## config.mk

```make
export PLATFORM = sky130hd
export DESIGN_NAME = rx_cmd_decoder
export DESIGN_NICKNAME = d
export VERILOG_FILES = /design/src/rtl/rx_cmd_decoder_pkg.sv /design/src/rtl/rx_cmd_decoder.sv
export SDC_FILE = /design/constraint.sdc
export NUM_CORES = 1
export LEC_CHECK = 0
export CORE_MARGIN = 2
export CORE_UTILIZATION = 46
export DETAILED_ROUTE_END_ITERATION = 7
export MAX_ROUTING_LAYER = met4
export PLACE_DENSITY = 0.74
export SLEW_MARGIN = 5
export SYNTH_ARGS = -nofsm -noshare
export SYNTH_HDL_FRONTEND = slang
export SYNTH_SLANG_ARGS = --single-unit
```

## constraint.sdc

```tcl
create_clock -name clk -period 1.74 [get_ports clk]
set_input_delay 0.261 -clock clk [delete_from_list [all_inputs] [get_ports clk]]
set_output_delay 0.261 -clock clk [all_outputs]
set_load 0.05 [all_outputs]
```

## src/rtl/rx_cmd_decoder_pkg.sv

```systemverilog
// ----------------------------------------------------------------------------
// Module  : rx_cmd_decoder_pkg
// Brief   : UART system constants shared by the RX command decoder and the
//           TX-side response builder (command codes and FSM state encoding).
// Revision: 1.0 - initial release
// ----------------------------------------------------------------------------
`default_nettype none

package rx_cmd_decoder_pkg;

  // Command bytes that open a frame
  localparam logic [7:0] c_cmd_write = 8'hAA;
  localparam logic [7:0] c_cmd_read  = 8'hBB;

  // Decoder FSM states; the TX builder decodes the same encoding
  typedef enum logic [2:0] {
    ST_IDLE    = 3'd0,
    ST_WR_ADDR = 3'd1,
    ST_WR_DATA = 3'd2,
    ST_RD_ADDR = 3'd3,
    ST_ISSUE   = 3'd4
  } rx_state_e;

endpackage : rx_cmd_decoder_pkg

`default_nettype wire

```

## src/rtl/rx_cmd_decoder.sv

```systemverilog
// ----------------------------------------------------------------------------
// Module  : rx_cmd_decoder
// Brief   : Decodes UART byte frames (AA addr data / BB addr) into one-cycle
//           register-file write/read strobes, with inter-byte timeout and
//           frame-error reporting.
// Revision: 1.0 - initial release
// ----------------------------------------------------------------------------
`default_nettype none

module rx_cmd_decoder
  import rx_cmd_decoder_pkg::*;
#(
  parameter int DATA_width    = 8,
  parameter int ADDR_width    = 4,
  parameter int TIMEOUT_width = 16,
  parameter int TIMEOUT       = 5000
) (
  input  logic                  clk,
  input  logic                  reset_n,
  input  logic [DATA_width-1:0] P_DATA,
  input  logic                  data_valid,
  output logic [ADDR_width-1:0] RF_Address,
  output logic [DATA_width-1:0] RF_WrData,
  output logic                  RF_WrEn,
  output logic                  RF_RdEn,
  output logic                  frame_err
);

  // Last counter value before the frame is abandoned; the counter never
  // advances past it, so it saturates instead of wrapping.
  localparam logic [TIMEOUT_width-1:0] c_timeout_last = TIMEOUT_width'(TIMEOUT - 1);
  localparam logic [DATA_width-1:0]    c_cmd_wr       = DATA_width'(c_cmd_write);
  localparam logic [DATA_width-1:0]    c_cmd_rd       = DATA_width'(c_cmd_read);

  rx_state_e                state_q;
  logic [TIMEOUT_width-1:0] cnt_q;
  logic [ADDR_width-1:0]    addr_q;
  logic [DATA_width-1:0]    wrdata_q;
  logic                     rd_pend_q;
  logic                     wren_q;
  logic                     rden_q;
  logic                     ferr_q;

  logic                     w_addr_ok;
  logic                     w_timeout_hit;

  // Address byte is legal only when no bit above the address field is set
  assign w_addr_ok     = ((P_DATA >> ADDR_width) == '0);
  assign w_timeout_hit = (cnt_q == c_timeout_last);

  // Frame FSM with inline timeout counter; all outputs are registered here
  always_ff @(posedge clk) begin
    if (!reset_n) begin
      state_q   <= ST_IDLE;
      cnt_q     <= '0;
      addr_q    <= '0;
      wrdata_q  <= '0;
      rd_pend_q <= 1'b0;
      wren_q    <= 1'b0;
      rden_q    <= 1'b0;
      ferr_q    <= 1'b0;
    end else begin
      // Strobes and error are single-cycle pulses by default
      wren_q <= 1'b0;
      rden_q <= 1'b0;
      ferr_q <= 1'b0;

      case (state_q)
        ST_IDLE: begin
          cnt_q <= '0;
          if (data_valid) begin
            if (P_DATA == c_cmd_wr) begin
              state_q <= ST_WR_ADDR;
            end else if (P_DATA == c_cmd_rd) begin
              state_q <= ST_RD_ADDR;
            end else begin
              ferr_q <= 1'b1;
            end
          end
        end

        ST_WR_ADDR, ST_RD_ADDR: begin
          // A byte arriving on the expiry cycle wins over the timeout
          if (data_valid) begin
            cnt_q <= '0;
            if (w_addr_ok) begin
              addr_q <= P_DATA[ADDR_width-1:0];
              if (state_q == ST_WR_ADDR) begin
                state_q <= ST_WR_DATA;
              end else begin
                rd_pend_q <= 1'b1;
                state_q   <= ST_ISSUE;
              end
            end else begin
              ferr_q  <= 1'b1;
              state_q <= ST_IDLE;
            end
          end else if (w_timeout_hit) begin
            cnt_q   <= '0;
            ferr_q  <= 1'b1;
            state_q <= ST_IDLE;
          end else begin
            cnt_q <= cnt_q + 1'b1;
          end
        end

        ST_WR_DATA: begin
          if (data_valid) begin
            cnt_q     <= '0;
            wrdata_q  <= P_DATA;
            rd_pend_q <= 1'b0;
            state_q   <= ST_ISSUE;
          end else if (w_timeout_hit) begin
            cnt_q   <= '0;
            ferr_q  <= 1'b1;
            state_q <= ST_IDLE;
          end else begin
            cnt_q <= cnt_q + 1'b1;
          end
        end

        ST_ISSUE: begin
          // Any byte seen here is dropped silently; the line rate cannot
          // deliver one this soon after the final byte of a frame.
          cnt_q   <= '0;
          wren_q  <= ~rd_pend_q;
          rden_q  <= rd_pend_q;
          state_q <= ST_IDLE;
        end

        default: begin
          cnt_q   <= '0;
          state_q <= ST_IDLE;
        end
      endcase
    end
  end

  assign RF_Address = addr_q;
  assign RF_WrData  = wrdata_q;
  assign RF_WrEn    = wren_q;
  assign RF_RdEn    = rden_q;
  assign frame_err  = ferr_q;

endmodule : rx_cmd_decoder

`default_nettype wire

```

# After elaboration in Yosys (flattened, before gate mapping)
# Cells that the tools add are included.
# totals
ff_bits	35
latchBits	0
ramBits	0
romBits	0
out_inout_bits	15
elab_cells	58
memories	0
# classes
n_addsub	1
n_mul	0
div	0
order_cmp	0
n_eq_ne	13
shift	0
mux	22
bitwise_logic	3
n_reduce_logical	11
# ops
cell	n
2-to-1 mux 3 bit	8
adder 16 x 1 -> 16 bit, second input constant	1
== test 16 x 13 -> 1 bit, second input constant	1
== test 8 bit, second input constant	2
2-to-1 mux 1 bit	11
inequality test 2 bit, second input constant	5
case mux 3 bit (3 select lines)	1
zero test 8 bit	1
== test 3 x 2 -> 1 bit, second input constant	2
AND reduction 2 bit	3
AND reduction 5 bit	1
OR reduction 4 bit	1
== test 3 x 1 -> 1 bit, second input constant	1
== test 3 bit, second input constant	1
zero test 3 bit	1
inequality test 3 bit, second input constant	1
inverter 1 bit	3
case mux 1 bit (3 select lines)	1
AND reduction 3 bit	1
OR reduction 3 bit	1
case mux 1 bit (2 select lines)	1
nonzero test 2 bit	1
OR reduction 2 bit	1

# Depth between registers and ports, before layout
# depth
word_depth	5
ltp_mapped	7

# Worst setup path after synthesis
# OpenSTA, ideal clock, no wires.
# synth_timing
path_type	reg-to-reg
start	register cnt_q[0]
end	register cnt_q[12]
setup_ns	0.064
t_arrival_ns	1.698
t_required_ns	1.676
path_slack_ns	-0.022
path_stages_with_launch	8
n_path_buf	2
path_cell_list	dfxtp_1 ha_1 nor4bb_1 and4_1 or4_1 buf_2 buf_6 nor2_1
# synth_via
elab_chain_cells	2
elab_cells_between_ends	3
# synth_rtl
item	line	text
from (decl)	rx_cmd_decoder.sv:36	logic [TIMEOUT_width-1:0] cnt_q;
from (signal assigned)	rx_cmd_decoder.sv:103	cnt_q <= cnt_q + 1'b1;
from (signal assigned)	rx_cmd_decoder.sv:118	cnt_q <= cnt_q + 1'b1;
branches (longest 2 deep; another with adder 16 x 1 -> 16 bit)	--	
# Several ways; the timed one is not identified.
# A chain may end at the register's enable or synchronous reset.

# Final worst setup path
# layout_timing
start	register cnt_q[1]
end	register cnt_q[15]
# Same word-level chain as after synthesis.

==> out/qor.yml <==
status: "finished, final reports clean"
syn2layout_area_growth_pct: 35.40
r2r_start: "cnt_q[1]"
grt-ovfl-total: 0
die_h_um: 60.54
power_density_mw_per_mm2: 694.9
p_int_mw: 1.085
cts_buffers: 5
syn-cell-area_mm2: 0.001470
avgRoutedWirePerCell_um: 13.74
syn_avg_cell_area_um2: 9.246
die_w_um: 60.54
synth_area_leaders: "dfxtp_1 48%, nor2_1 9.2%, mux2i_1 8.9%"
ys_ff_latch: 35
critPathMaxStageDelay_ns: 0.45
worstSkewPairLatency_ns: 0.35
finalNonFillerCells: 250
worst-setup-path-type: "reg -> reg"
pin_count: 26
finalPower_mw: 1.383
routabilityCongestion: 0.9088
final.min_clock_period_ns: 1.640
maxSlewHeadroom_pct: 57.14
htreeDepth: 2
antenna_found_initial: 0
yosysMostFrequentCell: "nor2_1"
dp.cells: 241
clkPwrFrac_pct: 36.0
drt-total-wl_um: 3436
leakagePower_nw: 0.7762
drive_gt1_share_pct: 17.96
diodes: 0
async_flop_share_pct: 0
synth_cells: 159
synthTopCellsByCount: "36 x nor2_1, 35 x dfxtp_1, 13 x mux2i_1, 12 x xnor2_1"
ys_seq_area_share_pct: 47.66
start_util_pct: 48.16
path_max_fanout: 8
finalHoldViolations: 0
synth_ff_type: "dfxtp_1"
crit_buf_inv: 1
ys_types: 31
ant_nets: 0
cts_sinks: 35
crit_required_ns: 2.02
cts_tree: "built"
grt_max_degree: 17
setup_violations: 0
grt_pass1_wl_um: 5395
post-synth-top-area-cell: "dfxtp_1"
fmax_mhz: 609.9
seq_power_share_pct: 58.1
min_from: "rd_pend_q"
final-max-slew-violation-count: 0
synth_warnings: 0
root_buffer: "clkbuf_4"
cp_top_family: "simple AND/OR/NAND/NOR gates"
clockBufferDepth: 2
core_region_area_mm2: 0.003053
finalCritPeriodShare_pct: 94.24
vias: 1281
syn_nets: 171
dp_hpwl_um: 2414
rows: 20
cpMaxStageDelayCell: "or4_4"
firstDrtPassIters: 4
critPathLaunchType: "flip-flop"
wl_met2_um: 1724
maxCapViolCount: 0
startpoint: "cnt_q[1]"
p_switching_mw: 0.2986
drt-initial-drc-count: 73
peakVddDrop_mv: 0.3322
synth_top_area_share_pct: 47.66
rsz0062_at_grt: "no"
synth_enable_flop_cells: 0
groute.usage.overall_pct: 20.82
path_cells: "ha_2 -> nor4bb_2 -> and4_1 -> or4_4 -> buf_8 -> nor2_2"
finalNetCount: 217
wl_met1_um: 1477
end_kind: "flip-flop"
fin_skew_ns: 0.01805
swShare_pct: 21.59
tightestPinTransition_ns: 0.6346
grt_pass1_vias: 1243
route.detailed.drc: 0
clk_pin_slew_ns: 0.11
viasPerCell: 5.124
met3_wirelength_um: 154
die_area_mm2: 0.003664
p_comb_share_pct: 6.0
holdCritPathClass: "reg -> reg"
topRoutingLayerUsed: "met4"
cp_data_arrival_time_ns: 1.92
io_buffer_count: 25
[timing repair]
item / in CTS / in global routing
buffers inserted: 0 / 0
hold buffers: 0 / 0
cloned: 0 / 1
setup endpoints to repair: 11 / 19
pin swaps: 0 / 2
resized for setup: 10 / 12
[per-layer routing]
| layer | vias up | global-route usage [%] |
|---|---|---|
| met5 | - | - |
| met4 | 0 | 8.385 |
| met3 | 10 | 6.823 |
| met2 | 26 | 35.56 |
| met1 | 598 | 22.27 |
| li1 | 647 | - |
[registers in the layout, indices dropped and copies added, names as in the netlist]
| register | flops |
|---|---|
| frame_err | 1 |
| cnt_q | 16 |
| state_q | 3 |
| RF_WrEn | 1 |
| RF_Address | 4 |
| RF_WrData | 8 |
| rd_pend_q | 1 |
| RF_RdEn | 1 |
[placed cells by master (no fill, tap or decap)]
cell             instances
nor2b_1                  1
dfxtp_2                  1
and3b_1                  1
a221oi_1                 1
clkdlybuf4s50_1         10
buf_8                    1
clkbuf_4                 5
dfxtp_1                 34
nand2b_1                 2
clkbuf_8                 2
nand4b_1                 1
xnor2_1                 12
nor2_1                  34
nor4bb_2                 1
a41o_1                   1
nand2_1                  6
dlygate4sd2_1            9
o221a_2                  1
and3_1                   2
xor2_1                   3
buf_6                    1
clkbuf_1                 1
nor4b_1                  2
mux2i_1                 13
nand3_1                  7
or4_4                    1
nand4_1                  3
and4_1                   1
buf_12                   1
a41oi_1                  1
buf_4                   20
a22oi_1                  1
dlymetal6s2s_1           3
o41ai_1                  2
ha_2                     1
nor2_2                   2
nor4_1                   7
inv_1                    5
nor3_1                   6
[logic make-up after synthesis]
family          count (synthesis)  synth area share [%]
compound gates                  7                 4.341
xor+xnor                       15                 8.936
fa+ha+maj                       1                0.8509
buf+inv                        11                 3.659
flops                          35                 47.66
mux                            13                 8.851
simple gates                   77                 25.70
[worst paths after layout]
path / endpoint / slack (ns) / cells past startpoint
setup reg to reg: cnt_q[15] / 0.10 / 6
setup / recovery: cnt_q[15] / 0.10 / 6
hold / removal: RF_RdEn / 0.46 / 2
hold reg to reg: RF_RdEn / 0.46 / 2
[metrics by stage]
stage / utilization, % / setup slack, ns / area (um^2) / setup TNS (ns) / hold WS [ns]
final: 65.20 / 0.1003 / 1991 / 0 / 0.4648
after floorplan: - / 0.01842 / 1473 / 0 / 0.4082
after global routing: 65.20 / 0.02948 / 1991 / 0 / 0.5050
after detailed placement: 61.93 / -0.1147 / 1891 / -0.5506 / 0.4536
after CTS: 63.93 / 0.000006217 / 1952 / 0 / 0.4682
after global placement: 61.93 / -0.02832 / 1891 / -0.02832 / 0.4404
[final cells by class]
type | count | area, um^2
repair buffers | 45 | 412.9
multi-input cells | 113 | 733.2
fillers | 261 | 1062
inverters | 5 | 18.77
clock buffers | 8 | 68.82
flip-flops and latches | 35 | 701.9
well taps | 44 | 55.05
[worst register-to-register path: stages (launching register included)]
cell and delay (ns):
dfxtp_2 0.34, ha_2 0.17, nor4bb_2 0.18, and4_1 0.17
or4_4 0.45, buf_8 0.16, nor2_2 0.11
[power groups by stage]
stage / logic (mW) / clock network (mW) / registers, mW
6_report: 0.0825 / 0.498 / 0.803
5_1_grt: 0.0880 / 0.538 / 0.804
4_1_cts: 0.0805 / 0.507 / 0.803
3_5_place_dp: 0.0800 / 0 / 0.822
3_3_place_gp: 0.0799 / 0 / 0.822
2_1_floorplan: 0.0181 / 0 / 0.827
(Power assumes the default switching activity.)
